[config.mk]
export PLATFORM = sky130hd
export DESIGN_NAME = trap_controller_flat
export DESIGN_NICKNAME = d
export VERILOG_FILES = /design/src/rtl/trap_controller_if.sv /design/src/rtl/trap_controller.sv /design/src/flat_wrapper.sv
export SDC_FILE = /design/constraint.sdc
export NUM_CORES = 1
export LEC_CHECK = 0
export BUFFER_PORTS_ARGS = -buffer_cell sky130_fd_sc_hd__buf_2
export CAP_MARGIN = 20
export CORE_ASPECT_RATIO = 1.5
export CORE_MARGIN = 4
export CORE_UTILIZATION = 44
export DETAILED_ROUTE_END_ITERATION = 8
export PLACE_DENSITY_LB_ADDON = 0.2
export SYNTH_ARGS = -nofsm -noshare
export SYNTH_HDL_FRONTEND = slang
export SYNTH_SLANG_ARGS = --single-unit
export TNS_END_PERCENT = 1
[constraint.sdc]
create_clock -name clk -period 2.05 [get_ports clk]
set_input_delay 0.205 -clock clk [delete_from_list [all_inputs] [get_ports clk]]
set_output_delay 0.205 -clock clk [all_outputs]
set_load 0.02 [all_outputs]
[src/rtl/trap_controller_if.sv]
// Pipeline <-> trap controller bundle: trap requests and CSR strobes in, flush/redirect and CSR state out.
interface trap_controller_if #(
  parameter int unsigned XLEN = 32
);
  logic            exc_valid;
  logic [XLEN-1:0] exc_cause;
  logic [XLEN-1:0] exc_pc;
  logic            mret;
  logic            bnd_valid;
  logic [XLEN-1:0] bnd_pc;
  logic            irq_meip;
  logic            irq_msip;
  logic            irq_mtip;
  logic [2:0]      mie_en;
  logic [XLEN-1:0] mtvec_base;
  logic [1:0]      mtvec_mode;
  logic            mstatus_mie_we;
  logic            mstatus_mie_wd;
  logic            mstatus_mie;
  logic            mstatus_mpie;
  logic [XLEN-1:0] mepc;
  logic [XLEN-1:0] mcause;
  logic            flush;
  logic            stall;
  logic            redirect_valid;
  logic [XLEN-1:0] redirect_pc;
  logic            busy;

  modport master (
    output exc_valid, exc_cause, exc_pc, mret, bnd_valid, bnd_pc,
           irq_meip, irq_msip, irq_mtip, mie_en, mtvec_base, mtvec_mode,
           mstatus_mie_we, mstatus_mie_wd,
    input  mstatus_mie, mstatus_mpie, mepc, mcause, flush, stall,
           redirect_valid, redirect_pc, busy
  );

  modport slave (
    input  exc_valid, exc_cause, exc_pc, mret, bnd_valid, bnd_pc,
           irq_meip, irq_msip, irq_mtip, mie_en, mtvec_base, mtvec_mode,
           mstatus_mie_we, mstatus_mie_wd,
    output mstatus_mie, mstatus_mpie, mepc, mcause, flush, stall,
           redirect_valid, redirect_pc, busy
  );
endinterface

[src/rtl/trap_controller.sv]
// Machine-mode trap sequencer: arbitrates exceptions, interrupts and mret, drains the pipe, redirects fetch.
// Optional edge-triggered NMI input enabled by defining TRAP_NMI_EN.
module trap_controller #(
  parameter int unsigned     XLEN         = 32,
  parameter int unsigned     DRAIN_CYCLES = 2,
  parameter logic [XLEN-1:0] NMI_VECTOR   = XLEN'(32'h0000_0100)
) (
  input logic clk,
  input logic rst,
`ifdef TRAP_NMI_EN
  input logic nmi,
`endif
  trap_controller_if.slave bus
);

  localparam int unsigned CW = (DRAIN_CYCLES > 1) ? $clog2(DRAIN_CYCLES) : 1;

  typedef enum logic [1:0] {IDLE = 2'd0, DRAIN = 2'd1, REDIRECT = 2'd2} state_t;

  state_t          state;
  logic [CW-1:0]   cnt;
  logic            mie_q, mpie_q, flush_q, stall_q, rv_q, busy_q;
  logic [XLEN-1:0] mepc_q, mcause_q, rpc_q, target_q;

  logic            idle, take_nmi, take_exc, take_irq, take_mret, accept;
  logic [2:0]      irq_act;
  logic [3:0]      irq_code;
  logic [XLEN-1:0] base, trap_mepc, trap_cause, trap_target;

`ifdef TRAP_NMI_EN
  logic nmi_q, nmi_pending;

  // Rising edges collapse into a single pending NMI until it is taken.
  always_ff @(posedge clk) begin
    if (rst) begin
      nmi_q       <= 1'b0;
      nmi_pending <= 1'b0;
    end else begin
      nmi_q       <= nmi;
      nmi_pending <= (nmi_pending & ~take_nmi) | (nmi & ~nmi_q);
    end
  end

  assign take_nmi = idle & nmi_pending;
`else
  logic unused_nmi_vector;
  assign unused_nmi_vector = ^NMI_VECTOR;
  assign take_nmi = 1'b0;
`endif

  // Request arbitration and trap payload; only IDLE may accept.
  always_comb begin
    idle        = (state == IDLE);
    base        = bus.mtvec_base & ~XLEN'(3);
    irq_act     = {bus.irq_meip & bus.mie_en[2],
                   bus.irq_msip & bus.mie_en[0],
                   bus.irq_mtip & bus.mie_en[1]};
    irq_code    = irq_act[2] ? 4'd11 : (irq_act[1] ? 4'd3 : 4'd7);
    take_exc    = idle & ~take_nmi & bus.exc_valid;
    take_irq    = idle & ~take_nmi & ~bus.exc_valid & mie_q & bus.bnd_valid & (|irq_act);
    take_mret   = idle & ~take_nmi & ~bus.exc_valid & ~take_irq & bus.mret;
    accept      = take_nmi | take_exc | take_irq | take_mret;
    trap_mepc   = bus.exc_pc;
    trap_cause  = bus.exc_cause;
    trap_target = base;
`ifdef TRAP_NMI_EN
    if (take_nmi) begin
      trap_mepc   = bus.bnd_valid ? bus.bnd_pc : bus.exc_pc;
      trap_cause  = '0;
      trap_target = NMI_VECTOR;
    end else
`endif
    if (take_irq) begin
      trap_mepc  = bus.bnd_pc;
      trap_cause = {1'b1, (XLEN-1)'(irq_code)};
      if (bus.mtvec_mode == 2'd1) trap_target = base + XLEN'({irq_code, 2'b00});
    end else if (take_mret) begin
      trap_target = mepc_q;
    end
    trap_mepc = trap_mepc & ~XLEN'(3);
  end

  // CSR updates plus the drain/redirect sequencer.
  always_ff @(posedge clk) begin
    if (rst) begin
      state    <= IDLE;
      cnt      <= '0;
      mie_q    <= 1'b0;
      mpie_q   <= 1'b0;
      flush_q  <= 1'b0;
      stall_q  <= 1'b0;
      rv_q     <= 1'b0;
      busy_q   <= 1'b0;
      mepc_q   <= '0;
      mcause_q <= '0;
      rpc_q    <= '0;
      target_q <= '0;
    end else begin
      if (accept) begin
        if (take_mret) begin
          mie_q  <= mpie_q;
          mpie_q <= 1'b1;
        end else begin
          mepc_q   <= trap_mepc;
          mcause_q <= trap_cause;
          mie_q    <= 1'b0;
          if (!take_nmi) mpie_q <= mie_q;
        end
      end else if (bus.mstatus_mie_we) begin
        mie_q <= bus.mstatus_mie_wd;
      end

      case (state)
        IDLE: begin
          if (accept) begin
            state    <= DRAIN;
            cnt      <= CW'(DRAIN_CYCLES - 1);
            target_q <= trap_target;
            flush_q  <= 1'b1;
            stall_q  <= 1'b1;
            busy_q   <= 1'b1;
          end
        end
        DRAIN: begin
          if (cnt == '0) begin
            state   <= REDIRECT;
            stall_q <= 1'b0;
            rv_q    <= 1'b1;
            rpc_q   <= target_q;
          end else begin
            cnt <= cnt - 1'b1;
          end
        end
        REDIRECT: begin
          state   <= IDLE;
          flush_q <= 1'b0;
          rv_q    <= 1'b0;
          busy_q  <= 1'b0;
        end
        default: begin
          state   <= IDLE;
          flush_q <= 1'b0;
          stall_q <= 1'b0;
          rv_q    <= 1'b0;
          busy_q  <= 1'b0;
        end
      endcase
    end
  end

  assign bus.mstatus_mie    = mie_q;
  assign bus.mstatus_mpie   = mpie_q;
  assign bus.mepc           = mepc_q;
  assign bus.mcause         = mcause_q;
  assign bus.flush          = flush_q;
  assign bus.stall          = stall_q;
  assign bus.redirect_valid = rv_q;
  assign bus.redirect_pc    = rpc_q;
  assign bus.busy           = busy_q;

endmodule

[src/flat_wrapper.sv]
// flat-port wrapper written by rule: the top's interface ports become plain ports
module trap_controller_flat 
#(
  parameter int unsigned     XLEN         = 32,
  parameter int unsigned     DRAIN_CYCLES = 2,
  parameter logic [XLEN-1:0] NMI_VECTOR   = XLEN'(32'h0000_0100)
)
  (clk, rst, bus_exc_valid, bus_exc_cause, bus_exc_pc, bus_mret, bus_bnd_valid, bus_bnd_pc, bus_irq_meip, bus_irq_msip, bus_irq_mtip, bus_mie_en, bus_mtvec_base, bus_mtvec_mode, bus_mstatus_mie_we, bus_mstatus_mie_wd, bus_mstatus_mie, bus_mstatus_mpie, bus_mepc, bus_mcause, bus_flush, bus_stall, bus_redirect_valid, bus_redirect_pc, bus_busy);
  trap_controller_if #(.XLEN(XLEN)) bus_i ();
  input logic clk;
  input logic rst;
  input wire logic [$bits(bus_i.exc_valid)-1:0] bus_exc_valid;
  input wire logic [$bits(bus_i.exc_cause)-1:0] bus_exc_cause;
  input wire logic [$bits(bus_i.exc_pc)-1:0] bus_exc_pc;
  input wire logic [$bits(bus_i.mret)-1:0] bus_mret;
  input wire logic [$bits(bus_i.bnd_valid)-1:0] bus_bnd_valid;
  input wire logic [$bits(bus_i.bnd_pc)-1:0] bus_bnd_pc;
  input wire logic [$bits(bus_i.irq_meip)-1:0] bus_irq_meip;
  input wire logic [$bits(bus_i.irq_msip)-1:0] bus_irq_msip;
  input wire logic [$bits(bus_i.irq_mtip)-1:0] bus_irq_mtip;
  input wire logic [$bits(bus_i.mie_en)-1:0] bus_mie_en;
  input wire logic [$bits(bus_i.mtvec_base)-1:0] bus_mtvec_base;
  input wire logic [$bits(bus_i.mtvec_mode)-1:0] bus_mtvec_mode;
  input wire logic [$bits(bus_i.mstatus_mie_we)-1:0] bus_mstatus_mie_we;
  input wire logic [$bits(bus_i.mstatus_mie_wd)-1:0] bus_mstatus_mie_wd;
  output wire logic [$bits(bus_i.mstatus_mie)-1:0] bus_mstatus_mie;
  output wire logic [$bits(bus_i.mstatus_mpie)-1:0] bus_mstatus_mpie;
  output wire logic [$bits(bus_i.mepc)-1:0] bus_mepc;
  output wire logic [$bits(bus_i.mcause)-1:0] bus_mcause;
  output wire logic [$bits(bus_i.flush)-1:0] bus_flush;
  output wire logic [$bits(bus_i.stall)-1:0] bus_stall;
  output wire logic [$bits(bus_i.redirect_valid)-1:0] bus_redirect_valid;
  output wire logic [$bits(bus_i.redirect_pc)-1:0] bus_redirect_pc;
  output wire logic [$bits(bus_i.busy)-1:0] bus_busy;
  assign bus_i.exc_valid = bus_exc_valid;
  assign bus_i.exc_cause = bus_exc_cause;
  assign bus_i.exc_pc = bus_exc_pc;
  assign bus_i.mret = bus_mret;
  assign bus_i.bnd_valid = bus_bnd_valid;
  assign bus_i.bnd_pc = bus_bnd_pc;
  assign bus_i.irq_meip = bus_irq_meip;
  assign bus_i.irq_msip = bus_irq_msip;
  assign bus_i.irq_mtip = bus_irq_mtip;
  assign bus_i.mie_en = bus_mie_en;
  assign bus_i.mtvec_base = bus_mtvec_base;
  assign bus_i.mtvec_mode = bus_mtvec_mode;
  assign bus_i.mstatus_mie_we = bus_mstatus_mie_we;
  assign bus_i.mstatus_mie_wd = bus_mstatus_mie_wd;
  assign bus_mstatus_mie = bus_i.mstatus_mie;
  assign bus_mstatus_mpie = bus_i.mstatus_mpie;
  assign bus_mepc = bus_i.mepc;
  assign bus_mcause = bus_i.mcause;
  assign bus_flush = bus_i.flush;
  assign bus_stall = bus_i.stall;
  assign bus_redirect_valid = bus_i.redirect_valid;
  assign bus_redirect_pc = bus_i.redirect_pc;
  assign bus_busy = bus_i.busy;
  trap_controller #(.XLEN(XLEN), .DRAIN_CYCLES(DRAIN_CYCLES), .NMI_VECTOR(NMI_VECTOR)) u_core (.clk(clk), .rst(rst), .bus(bus_i));
endmodule
Word level (Yosys, flattened, before mapping):

Cells that the tools add are included.

* register bits: 134
* word-level logic and storage cells: 71
* bits of input ports: 143

* reductions and logical operators: 12
* bitwise gates (word level): 19
* add/sub/neg operators: 2
* equality and inequality tests: 5
* multiplexer cells: 22

Operators by type and width (number)
* $mux 32: 5
* $add 32x6->32: 1
* $reduce_and 2->1: 7
* $and 1x1->1: 10
* $mux 1: 8
* $not 1->1: 7
* $pmux 1 s2: 3
* $eq 2x1->1 const B: 2
* $mux 2: 2
* $mux 4: 1
* $ne 2x2->1 const B: 2
* $pmux 2 s2: 1
* $reduce_bool 2->1: 2
* $mux 3: 1
* $pmux 1 s3: 1
* $reduce_and 3->1: 1
* $reduce_or 3->1: 1
* $eq 2x2->1 const B: 1
* $logic_not 2->1: 1
* $or 1x1->1: 2
* $sub 1x1->1 const B: 1

Longest topological paths before layout:

Gate-level depths: netlist of the first run.

* depth in word-level cells: 11
* depth in mapped cells: 9
* depth with buffers taken out: 8

Worst setup path after synthesis of the first run:

Ideal clock, no wire load.

* path kind: register to register
* from: register u_core.state[1]
* to: register u_core.target_q[6]
* setup time: 0.091 ns
* data required time: 1.959 ns
* data arrival time: 2.071 ns
* path buffers: 1
* period minus slack after synthesis: 2.162 ns
* stages on the path, launching flop included: 6
* setup slack: -0.112 ns
* path through: dfxtp_1 -> buf_6 -> or4b_4 -> or3_4 -> or4_1 -> a311oi_1

* cells in the longest elaborated chain, start to end: 10

Ends and longest elaborated chain
* start, declared: line trap_controller.sv:20 `state_t state;`
* start signal, assigned: line trap_controller.sv:86 `state <= IDLE;`
* start signal, assigned: line trap_controller.sv:116 `state <= DRAIN;`
* start signal, assigned: line trap_controller.sv:126 `state <= REDIRECT;`
* $logic_not 2->1 (*): line trap_controller.sv:53, trap_controller.sv:113
* $and 1x1->1: line trap_controller.sv:60, trap_controller.sv:61
* $and 1x1->1 (3 in a row): line trap_controller.sv:60 `take_irq = idle & ~take_nmi & ~bus.exc_valid & mie_q & bus.bnd_valid & (|irq_act);`
* $not 1->1: line trap_controller.sv:61 `take_mret = idle & ~take_nmi & ~bus.exc_valid & ~take_irq & bus.mret;`
* $and 1x1->1 (2 in a row): line trap_controller.sv:61
* $mux 32 or $or 1x1->1 (tied branches): line trap_controller.sv:77, trap_controller.sv:62
* $mux 32 or $reduce_and 2->1 (tied branches)
* end signal, assigned: line trap_controller.sv:118 `target_q <= trap_target;`
* end, declared: line trap_controller.sv:23 `logic [XLEN-1:0] mepc_q, mcause_q, rpc_q, target_q;`

Every way passes the cells marked *; elsewhere a longest branch is shown, timed or not.
A chain may end at the register's enable or synchronous reset.

Final worst setup path of the first run:

* from: register u_core.state[0]
* to: register u_core.target_q[6]

Same word-level chain as after synthesis.

==> impl_metrics.py, run 1 <==
metrics = {
    "logic_synthesis": {
        "synth_compound_area_share_pct": 23.65,
        "synth_cells": 776,
        "synthXorXnorAreaFrac_pct": 1.758,
        "synth_flop_cell": "dfxtp_1",
        "synth_top_family_by_area": "simple AND/OR/NAND/NOR gates",
        "synth_area_mm2": 0.005978,
        "muxShareOfSynthArea_pct": 0,
        "synth_async_sr_flop_share_pct": 0,
        "ys_ff_latch": 130,
        "yosysWarnings": 0,
        "synthSimpleGateAreaFrac_pct": 24.86,
        "avgSynthCellArea_um2": 7.704,
        "yosys.area_share.adder_pct": 0.6279,
        "synth_edf_count": 0,
        "yosysSeqAreaShare_pct": 43.53,
        "synth.distinct_cells": 63,
    },
    "final_layout": {
        "final_cell_count_no_fill": 1205,
        "layout_commonest_cell": "buf_2",
        "area_delta_synth_final_pct": 40.46,
        "drive_gt1_share_pct": 33.49,
        "mostFrequentLayoutCells": "buf_2, nand2_1, dfxtp_1, a21oi_1, nor2_1",
        "fin_util_pct": 63.88,
        "finalNetCount": 1179,
    },
    "cts": {
        "cts_buffer_depth": 2,
        "tritoncts": "yes",
        "clock-sinks": 130,
        "postCtsSetupBuffers": 0,
        "cts_made_buffers": 17,
        "clockRootBuffer": "clkbuf_16",
        "clk_pin_slew_worst_paths_ns": 0.06,
        "clock_latency_ns": 0.42,
        "htree_levels": 4,
    },
    "power_and_ir_drop": {
        "power_per_cell_area_mw_per_mm2": 904.2,
        "combPwrFrac_pct": 19.1,
        "switching_share_pct": 28.51,
        "finalPower_uw": 7592,
        "p_clk_share_pct": 42.9,
        "peakVddDrop_mv": 0.6928,
        "seq_power_share_pct": 37.9,
        "net-switching-power_uw": 2165,
        "p_int_uw": 5428,
        "power.leakage_uw": 0.003718,
    },
    "sta": {
        "hold_viol": 0,
        "fin_crit_ns": 2.055,
        "slew_headroom_pct": 63.20,
        "setup_violations": 1,
        "tightest_slew_ns": 0.5520,
        "fin_skew_ns": 0.009220,
        "slew_viol_final": 0,
        "fin_crit_sh_pct": 100.2,
        "rsz0062_at_grt": "true",
        "fmax_ghz": 0.4866,
        "fin_ws_ns": -0.005044,
        "hold_ws_ns": 0.02356,
    },
    "global_route": {
        "grt_pass1_wl_um": 32260,
        "grt_max_degree": 77,
        "met3_usage_pct": 6.537,
        "overflow": 0,
        "use_met1_pct": 32.15,
        "grt_usage_pct": 26.58,
        "grt_pass1_vias": 6552,
        "antenna_found_initial": 1,
        "grt_use_met2_pct": 44.09,
        "grt_busiest_layer": "met2",
    },
    "setup_path": {
        "critPathMaxStageDelay_ns": 0.52,
        "cpMaxStageDelayCell": "or4b_4",
        "critPathBufInv": 0,
        "reg2reg_slack_ns": -0.005,
        "worstSetupPathType": "reg -> reg",
        "end_kind": "flip-flop",
        "critical_path.top_delay_family": "simple AND/OR/NAND/NOR gates",
        "crit_required_ns": 2.37,
        "cp_cell_sequence": "or4b_4 > or3_4 > or4_1 > a311oi_1",
        "cp.arrival_ns": 2.37,
        "crit_path_start_kind": "flip-flop",
        "path_max_fanout": 7,
    },
    "placed_design": {
        "io_buffers": 234,
        "routabilityCongestion": 0.8767,
        "hpwlAfterDp_um": 15600,
        "placed_cells": 1173,
        "pre_cts_slack_ns": -0.3082,
    },
    "floorplanning": {
        "ios": 245,
        "initial_core_util_pct": 45.48,
        "die_h_um": 150.8,
        "die_w_um": 103.2,
        "core_mm2": 0.01315,
        "core.rowCount": 51,
        "die_area_mm2": 0.01555,
    },
    "route": {
        "wl_um": 20990,
        "wl_per_cell_um": 17.42,
        "ant_nets": 0,
        "num_vias": 6776,
        "drc_errors": 0,
        "viasPerCell": 5.623,
        "drt_iter0_drc": 428,
        "dr.pass1.iters": 5,
    },
    "flow_run": {
        "maxCapViolCount": 0,
    },
    "worst_hold_path": {
        "hold_path_class": "in -> reg",
    },
    "outcome": {
        "failed_checks": "setup timing",
        "status": "complete, but fails checks",
    },
}
-- cell families after synthesis --
| group | count (synthesis) |
|---|---|
| adder cells (fa/ha/maj) | 3 |
| XOR/XNOR | 12 |
| buffers and inverters | 74 |
| AND/OR/NAND/NOR | 345 |
| other | 1 |
| AO/OA/AOI/OAI | 211 |
| flip-flops | 130 |
-- power groups by stage --
stage	registers (uW)	logic, uW	clock network, uW
finish	2880	1450	3260
global route	2900	1590	3410
CTS	2880	1430	3300
detailed placement	2930	1420	0
global placement	2920	1410	0
floorplan	3050	645	0
-- Yosys cell counts (all sizes together) (3+ instances only) --
cell,number,area (um^2)
a211o,4,35.03
a211oi,15,112.6
a21o,3,22.52
a21oi,76,380.4
a221oi,6,52.55
a22o,6,52.55
a311oi,36,315.3
a31oi,10,62.56
and2,3,18.77
and3,3,18.77
buf,19,122.6
clkbuf,47,176.4
dfxtp,130,2603
ha,3,37.54
inv,8,30.03
nand2,211,792.0
nand2b,7,43.79
nand3,12,60.06
nand4,7,43.79
nor2,63,236.5
nor2b,5,31.28
nor3,10,50.05
nor4,7,43.79
o2111ai,4,35.03
o21a,3,22.52
o21ai,18,90.09
o22ai,12,75.07
xnor2,3,26.28
xor2,9,78.83
-- flip-flops by register name, indices dropped and copies added, names as in the netlist, 2 cells and up --
| register | flops |
|---|---|
| u_core.bus.mepc | 30 |
| u_core.target_q | 30 |
| u_core.bus.mcause | 32 |
| u_core.state | 2 |
| u_core.bus.redirect_pc | 30 |
-- worst register-to-register path, cell delays in order, from the launching register on --
cell and delay [ns]:
dfxtp_2 0.31, or4b_4 0.52, or3_4 0.41, or4_1 0.52
a311oi_1 0.21
-- repair_timing --
item,in CTS,in global routing
hold buffers,0,0
pin swaps,1,2
resized for setup,2,16
setup endpoints to repair,15,28
-- worst paths after layout --
path,from,to,depth (start not counted)
hold reg to reg,u_core.bus.redirect_pc[28],u_core.bus.redirect_pc[28],2
setup reg to reg,u_core.state[0],u_core.target_q[6],4
setup / recovery,u_core.state[0],u_core.target_q[6],4
hold / removal,bus_exc_cause[18],u_core.bus.mcause[18],3
-- routing by layer --
layer	vias to the layer above	share of wire, %
met4	0	3.4
li1	3267	-
met5	-	0
met3	60	7.6
met1	3135	40
met2	314	49
-- final cells by class --
cell class                      instances  area (um^2)
Sequential cell                       130         2604
Fill cell                            1205         4748
Clock inverter                         11        176.4
Tap cell                              159        198.9
Antenna cell                            1        2.502
Multi-Input combinational cell        575         3148
Inverter                                8        30.03
Timing Repair Buffer                  301         1780
Clock buffer                           20        456.7
-- stage by stage --
step | setup TNS (ns) | instance area (um^2)
3_3_place_gp | -1.702 | 7685
4_1_cts | -0.01031 | 8327
3_5_place_dp | -2.006 | 7685
2_1_floorplan | -0.6949 | 5996
6_report | -0.005044 | 8397
5_1_grt | -0.3838 | 8397
No activity file was read; power rests on OpenSTA's default activity.
==> run 2: changes to the inputs <==
--- a/config.mk
+++ b/config.mk
@@ -12,6 +12,7 @@
 export CORE_UTILIZATION = 44
 export DETAILED_ROUTE_END_ITERATION = 8
 export PLACE_DENSITY_LB_ADDON = 0.2
+export SETUP_SLACK_MARGIN = 0.05
 export SYNTH_ARGS = -nofsm -noshare
 export SYNTH_HDL_FRONTEND = slang
 export SYNTH_SLANG_ARGS = --single-unit
==> impl_metrics.py, run 2 (synthesis gave the netlist of run 1 again) <==
metrics = {
    "outcome": {
        "status": "complete, but fails checks",
        "failed_checks": "setup timing",
    },
    "final_layout": {
        "layout_commonest_cell": "buf_2",
        "finalNetCount": 1179,
        "mostFrequentLayoutCells": "buf_2, nand2_1, dfxtp_1, a21oi_1, nor2_1",
        "fill_cells": 1196,
        "multi_input_area_mm2": 0.003143,
        "drive_gt1_share_pct": 33.49,
        "area_delta_synth_final_pct": 40.62,
        "seq_area_mm2": 0.002604,
        "largest_register_ffs": 32,
        "stdcell_area_mm2": 0.008407,
    },
    "route": {
        "wl_um": 20990,
        "ant_nets": 0,
        "dr.pass1.iters": 5,
        "wl_per_cell_um": 17.42,
        "drt_iter0_drc": 420,
        "drc_errors": 0,
        "viasPerCell": 5.623,
        "num_vias": 6776,
    },
    "floorplanning": {
        "ios": 245,
        "core.rowCount": 51,
        "die_area_mm2": 0.01555,
        "core_mm2": 0.01315,
        "initial_core_util_pct": 45.48,
        "die_w_um": 103.2,
        "die_h_um": 150.8,
    },
    "cts": {
        "tritoncts": "yes",
        "cts_buffer_depth": 2,
        "postCtsSetupBuffers": 0,
        "clk_pin_slew_worst_paths_ns": 0.06,
        "clock_latency_ns": 0.42,
        "htree_levels": 4,
        "cts_made_buffers": 17,
        "clockRootBuffer": "clkbuf_16",
        "clock-sinks": 130,
    },
    "global_route": {
        "grt_max_degree": 77,
        "grt_usage_pct": 26.59,
        "grt_pass1_vias": 6532,
        "antenna_found_initial": 1,
        "grt_pass1_wl_um": 32260,
        "overflow": 0,
    },
    "setup_path": {
        "worstSetupPathType": "reg -> reg",
        "path_max_fanout": 7,
        "end_kind": "flip-flop",
        "cp.arrival_ns": 2.38,
        "crit_required_ns": 2.37,
        "crit_path_start_kind": "flip-flop",
    },
    "placed_design": {
        "placed_cell_area_mm2": 0.007685,
        "pre_cts_slack_ns": -0.3082,
        "hpwlAfterDp_um": 15600,
        "io_buffers": 234,
        "routabilityCongestion": 0.8767,
    },
    "power_and_ir_drop": {
        "peakVddDrop_mv": 0.6925,
        "power_per_cell_area_mw_per_mm2": 903.0,
        "finalPower_uw": 7591,
        "power.leakage_uw": 0.003725,
    },
    "sta": {
        "fin_ws_ns": -0.006912,
        "rsz0062_at_grt": "true",
        "slew_viol_final": 0,
        "hold_viol": 0,
        "slew_headroom_pct": 62.40,
        "tightest_slew_ns": 0.5620,
        "fin_crit_ns": 2.057,
        "fmax_ghz": 0.4862,
        "final.setup.tns_ns": -0.006912,
        "fin_crit_sh_pct": 100.3,
        "setup_violations": 1,
        "fin_skew_ns": 0.008693,
    },
    "flow_run": {
        "maxCapViolCount": 0,
    },
    "worst_hold_path": {
        "hold_path_class": "in -> reg",
    },
}
-- run 2: cell counts in the layout (fill, tap and decap cells not counted) --
No cell type changed its count.
-- run 2: where the power goes --
part / internal, uW / total (uW) / switching (uW)
Combinational: 588 / 1460 / 869
Clock: 2110 / 3250 / 1150
Sequential: 2730 / 2880 / 147
-- run 2: per-stage QoR --
step           cells  hold WS [ns]  utilization (%)
5_1_grt         1205       0.02248            63.95
3_3_place_gp    1173        0.4386            58.46
3_5_place_dp    1173        0.4445            58.46
6_report        1205       0.02306            63.95
2_1_floorplan    779        0.3097                -
4_1_cts         1204      0.006126            63.44
-- run 2: timing repair --
item | 4_1_cts | 5_1_grt
setup endpoints to repair | 50 | 62
cloned | 0 | 0
pin swaps | 3 | 3
resized for setup | 6 | 18
hold buffers | 0 | 0
endpoints found under the hold margin | 0 | 0
-- run 2: path summary, 6_finish.rpt --
| kind | start | slack, ns | to | cells past startpoint |
|---|---|---|---|---|
| setup / recovery | u_core.state[0] | -0.007 | u_core.target_q[6] | 4 |
| hold / removal | bus_exc_cause[22] | 0.02 | u_core.bus.mcause[22] | 3 |
| setup reg to reg | u_core.state[0] | -0.007 | u_core.target_q[6] | 4 |
| hold reg to reg | u_core.bus.redirect_pc[28] | 0.45 | u_core.bus.redirect_pc[28] | 2 |
-- run 2: worst max-delay path, stage by stage, from the launching register on --
cell      delay [ns]
dfxtp_2         0.31
or4b_4          0.52
or3_4           0.41
or4_1           0.51
a311oi_1        0.22
-- run 2: cell type report --
class	count	share of cell area, %
Inverter	8	0.3572
Antenna cell	1	0.02977
Tap cell	159	2.366
Clock inverter	11	2.099
Timing Repair Buffer	301	21.36
Multi-Input combinational cell	575	37.39
Sequential cell	130	30.97
Clock buffer	20	5.432
-- run 2: layer usage --
| layer | vias to the layer above | share of wire [%] | track usage (%) |
|---|---|---|---|
| li1 | 3273 | - | - |
| met1 | 3126 | 39 | 32.27 |
| met2 | 323 | 49 | 44.15 |
| met3 | 54 | 8.1 | 6.444 |
| met4 | 0 | 3.2 | 11.47 |
| met5 | - | 0 | 0 |
